$ cat src/rtl/control_loop_sequencer.sv
// Sample-rate scheduler: tick -> ADC capture -> y load -> I_PD calc -> u load.
// Define LOOP_SEQ_HOLD_ON_FAULT_EN to suspend sequencing while fault is set.
module control_loop_sequencer #(
  parameter int PERIOD       = 500000,
  parameter int ADC_TIMEOUT  = 450000,
  parameter int CALC_TIMEOUT = 1024,
  parameter int CNT_W        = 20
) (
  input  logic       CLK,
  input  logic       Reset,
  input  logic       Enable,
  input  logic       fault_clr,
  output logic       adc_start,
  input  logic       adc_done,
  output logic       y_load,
  output logic       calc_start,
  input  logic       calc_done,
  output logic       u_load,
  output logic       busy,
  output logic       fault,
  output logic [7:0] overrun_cnt,
  output logic [2:0] state
);

  typedef enum logic [2:0] {
    IDLE     = 3'd0,
    ADC_WAIT = 3'd1,
    LOAD     = 3'd2,
    CALC     = 3'd3,
    UPDATE   = 3'd4
  } state_e;

  localparam logic [CNT_W-1:0] PER_MAX  = CNT_W'(PERIOD - 1);
  localparam logic [CNT_W-1:0] ADC_MAX  = CNT_W'(ADC_TIMEOUT - 1);
  localparam logic [CNT_W-1:0] CALC_MAX = CNT_W'(CALC_TIMEOUT - 1);

  state_e           state_q;
  logic [CNT_W-1:0] cnt_q, cnt_d;
  logic [CNT_W-1:0] wd_q;
  logic [7:0]       ovr_q, ovr_d;
  logic             adc_start_q;
  logic             y_load_q;
  logic             calc_start_q;
  logic             u_load_q;
  logic             busy_q;
  logic             fault_q;
  logic             tick;
  logic             run_ok;

`ifdef LOOP_SEQ_HOLD_ON_FAULT_EN
  assign run_ok = ~fault_q;
`else
  assign run_ok = 1'b1;
`endif

  assign tick = Enable && (cnt_q == PER_MAX);

  always_comb begin
    cnt_d = '0;
    if (Enable && (cnt_q != PER_MAX))
      cnt_d = cnt_q + 1'b1;
  end

  // Ticks that land while a sequence is in flight are dropped and counted.
  always_comb begin
    ovr_d = ovr_q;
    if (tick && run_ok && (state_q != IDLE) && (ovr_q != 8'hFF))
      ovr_d = ovr_q + 8'd1;
  end

  always_ff @(posedge CLK or negedge Reset) begin
    if (!Reset) begin
      state_q      <= IDLE;
      cnt_q        <= '0;
      wd_q         <= '0;
      ovr_q        <= '0;
      adc_start_q  <= 1'b0;
      y_load_q     <= 1'b0;
      calc_start_q <= 1'b0;
      u_load_q     <= 1'b0;
      busy_q       <= 1'b0;
      fault_q      <= 1'b0;
    end else begin
      cnt_q        <= cnt_d;
      ovr_q        <= ovr_d;
      adc_start_q  <= 1'b0;
      y_load_q     <= 1'b0;
      calc_start_q <= 1'b0;
      u_load_q     <= 1'b0;
      wd_q         <= wd_q + 1'b1;
      fault_q      <= fault_q & ~fault_clr;
      case (state_q)
        IDLE: begin
          wd_q <= '0;
          if (tick && run_ok) begin
            state_q     <= ADC_WAIT;
            adc_start_q <= 1'b1;
            busy_q      <= 1'b1;
          end
        end
        ADC_WAIT: begin
          if (adc_done) begin
            state_q  <= LOAD;
            y_load_q <= 1'b1;
            wd_q     <= '0;
          end else if (wd_q == ADC_MAX) begin
            state_q <= IDLE;
            busy_q  <= 1'b0;
            fault_q <= 1'b1;
            wd_q    <= '0;
          end
        end
        LOAD: begin
          state_q      <= CALC;
          calc_start_q <= 1'b1;
          wd_q         <= '0;
        end
        CALC: begin
          // wd_q == 0 marks the calc_start cycle, where calc_done is stale.
          if ((wd_q != '0) && calc_done) begin
            state_q  <= UPDATE;
            u_load_q <= 1'b1;
            wd_q     <= '0;
          end else if (wd_q == CALC_MAX) begin
            state_q <= IDLE;
            busy_q  <= 1'b0;
            fault_q <= 1'b1;
            wd_q    <= '0;
          end
        end
        default: begin
          state_q <= IDLE;
          busy_q  <= 1'b0;
          wd_q    <= '0;
        end
      endcase
    end
  end

  assign adc_start   = adc_start_q;
  assign y_load      = y_load_q;
  assign calc_start  = calc_start_q;
  assign u_load      = u_load_q;
  assign busy        = busy_q;
  assign fault       = fault_q;
  assign overrun_cnt = ovr_q;
  assign state       = state_q;

endmodule

$ cat config.mk
export PLATFORM = sky130hd
export DESIGN_NAME = control_loop_sequencer
export DESIGN_NICKNAME = d
export VERILOG_FILES = /design/src/rtl/control_loop_sequencer.sv
export SDC_FILE = /design/constraint.sdc
export NUM_CORES = 1
export LEC_CHECK = 0
export CAP_MARGIN = 20
export CORE_MARGIN = 10
export CORE_UTILIZATION = 25
export CTS_CLUSTER_SIZE = 28
export DETAILED_ROUTE_END_ITERATION = 6
export PLACE_DENSITY = 0.53
export SETUP_SLACK_MARGIN = 0.2
export SLEW_MARGIN = 15
export SYNTH_ARGS = -nofsm -noshare
export SYNTH_HDL_FRONTEND = slang
export SYNTH_SLANG_ARGS = --single-unit
export TNS_END_PERCENT = 1
$ cat constraint.sdc
create_clock -name CLK -period 1.8 [get_ports CLK]
set_input_delay 0.54 -clock CLK [delete_from_list [all_inputs] [get_ports CLK]]
set_output_delay 0.54 -clock CLK [all_outputs]
set_load 0.05 [all_outputs]
==> impl_metrics.toml <==
[status]
outcome = "complete, but fails checks"
failed_checks = "setup timing"

[logic_synthesis]
syn_avg_cell_area_sq_um = 9.929
synth_cells = 281
synth_edf_count = 0
synth_seq_cells = 57
synth_async_sr_flop_share_pct = 100.0
syn-num-nets = 291
yosys.cell_types.count = 39
synth_seq_area_share_pct = 51.12
syn_area_sq_mm = 0.002790
synth_warnings = 0
synthFlopType = "dfrtp_1"

[timing]
hold_viol = 0
holdWs_ps = 201.4
clock.fmax_mhz = 528.2
finalCritPeriodShare_pct = 105.2
skew_ps = 10.10
rsz0062_at_grt = "true"
setup_violations = 21
fin_ws_ps = -93.05
period_needed_ps = 1893
slew_headroom_pct = 71.27
worst_pin_slew_ps = 427.0
drv_slew = 0

[setup_path]
worstPathArrival_ps = 2100
worst_setup_path_end_kind = "register"
start_kind = "register"
crit_type = "reg2reg"
r2r_slack_ps = -90
required_ps = 2010
cp_max_fo = 21

[cts]
clock_path_buffers = 2
cts_root_buffer = "clkbuf_8"
cts.sinks = 57
cts_setup_buffers = 0
tritoncts = "yes"
clk_transition_reported_paths_ps = 70
htree_levels = 3
cts_hold_buf = 0
clk_latency_ps = 330
numCtsBuffers = 9

[placement]
numPortBuffers = 22
finalWeightedCongestion = 0.8023
place_inst = 491
dp_hpwl_mm = 4.679

[route]
avgViaCountPerCell = 4.566
routed_wl_mm = 6.483
drt_pass1_iterations = 4
wl_per_cell_microns = 12.79
ant_nets = 0
drtIter0Drc = 143
route.detailed.drc = 0
routed-via-count = 2315

[layout]
drive_gt1_share_pct = 31.88
final-instance-count-excl-fill = 507
insertedDiodeCount = 0
final_util_pct = 37.43
nets = 372
syn_to_final_growth_pct = 46.05

[global_routing]
track_usage_pct = 8.365
antenna_found_initial = 0
grt_start_max_net_pins = 58
grt_pass1_vias = 2269
grt_pass1_wl_mm = 11.05
overflow = 0

[power_and_ir_drop]
ir_worst_vdd_mv = 0.2459
leakagePower_nw = 1.790
p_per_area_mw_per_mm2 = 647.8
power_mw = 2.640

[die]
dieArea_sq_mm = 0.01579
dieHeight_microns = 125.6
die_w_microns = 125.6
core_area_sq_mm = 0.01089
io_pins = 23
initial_core_util_pct = 25.63
rows = 38

[flow_run]
maxCapViolations = 0

[min_path]
holdCritPathClass = "in2async"
-- cells by family after synthesis --
| family | Yosys count | synth area share, % |
|---|---|---|
| compound gates | 10 | 2.960 |
| xor+xnor | 43 | 13.50 |
| fa+ha+maj | 4 | 1.794 |
| buf+inv | 13 | 2.063 |
| flops | 57 | 51.12 |
| mux | 1 | 0.4036 |
| simple gates | 153 | 28.16 |
-- metal layers --
metal	global-route usage, %	up-vias	wire, microns
met1	11.50	1131	3238
met2	11.63	42	2845
met5	0	-	0
li1	-	1136	-
met3	2.559	6	315
met4	3.862	0	83
-- cell usage after synthesis (all sizes together) (2+ instances only) --
cell type / instances / share of area, %
a21oi: 2 / 0.36
and3: 6 / 1.3
and4: 3 / 0.94
buf: 3 / 0.72
clkbuf: 3 / 0.40
dfrtp: 57 / 51
ha: 4 / 1.8
inv: 7 / 0.94
nand2: 19 / 2.6
nand3: 23 / 4.1
nand4: 12 / 3.1
nor2: 53 / 7.1
nor2b: 3 / 0.67
nor3: 14 / 2.9
nor3b: 2 / 0.54
nor4: 7 / 1.8
nor4b: 2 / 0.63
nor4bb: 2 / 0.72
o21ai: 2 / 0.49
or4: 2 / 0.54
xnor2: 18 / 5.7
xor2: 25 / 7.8
-- through the flow --
stage / cell area (sq um) / setup TNS [ps] / worst slack (ps)
3_3_place_gp: 3740 / -2372 / -120.0
5_1_grt: 4075 / -3013 / -189.9
6_report: 4075 / -1111 / -93.05
4_1_cts: 4028 / -1122 / -89.38
2_1_floorplan: 2805 / -1132 / -95.19
3_5_place_dp: 3740 / -2031 / -106.8
-- where the power goes --
part           leakage [nW]  internal [mW]  total [mW]  switching (mW)
sequential            0.794           1.29        1.29         0.00364
clock                 0.105          0.750        1.27           0.521
combinational         0.891         0.0329      0.0794          0.0465
-- sequential cells by signal, indices dropped and copies added (netlist names) --
signal,cells
adc_start,1
busy,1
calc_start,1
cnt_q,20
fault,1
overrun_cnt,8
state,3
u_load,1
wd_q,20
y_load,1
-- worst max-delay path, cell delays in order (launching register included) --
cell	delay (ps)
dfrtp_1	380
nor3_1	240
nand2_1	100
or4_4	530
a32oi_2	230
buf_12	190
o31ai_1	80
-- timing repair --
action	4_1_cts	5_1_grt
gates resized for setup	16	12
pin swaps	12	6
setup endpoints to repair	50	61
-- placed cells by master, fill, tap and decap left out, types with 2 or more instances in the layout --
| cell | netlist | layout |
|---|---|---|
| a21oi_1 | 2 | 2 |
| buf_12 | 0 | 17 |
| ha_2 | 0 | 2 |
| nand4_1 | 10 | 10 |
| dfrtp_1 | 57 | 57 |
| nand2_2 | 0 | 2 |
| buf_6 | 0 | 8 |
| nor2_1 | 53 | 52 |
| clkinvlp_4 | 0 | 2 |
| nor4b_1 | 2 | 2 |
| inv_1 | 7 | 6 |
| xor2_1 | 25 | 25 |
| and3_1 | 6 | 6 |
| ha_1 | 4 | 2 |
| nand2_1 | 19 | 17 |
| nand3_1 | 23 | 22 |
| nor4_1 | 6 | 2 |
| nor2b_1 | 3 | 3 |
| nor3_2 | 2 | 4 |
| nor4bb_1 | 2 | 2 |
| nor3b_1 | 2 | 2 |
| clkdlybuf4s50_1 | 0 | 4 |
| xnor2_1 | 18 | 17 |
| nor4_2 | 1 | 5 |
| nor3_1 | 12 | 9 |
| and4_1 | 3 | 2 |
| clkbuf_8 | 0 | 12 |
| buf_4 | 2 | 46 |
-- path summary, 6_finish.rpt --
kind / start / endpoint / depth (start not counted)
max: wd_q[9] / state[0] / 6
min: Reset / wd_q[1] / 2
min in group CLK: cnt_q[18] / cnt_q[18] / 2
max in group asynchronous: Reset / wd_q[15] / 2
max reg2reg: wd_q[9] / state[0] / 6
min reg2reg: cnt_q[18] / cnt_q[18] / 2
-- layout make-up --
class,instances,area [sq um]
clock inverter,4,50.05
sequential,57,1426
multi-input combinational,211,1411
timing repair buffer,76,820.8
tap,140,175.2
inverter,7,26.28
clock buffer,12,165.2
fill,1087,6813
Note: power is estimated with default switching activity, not from simulation.
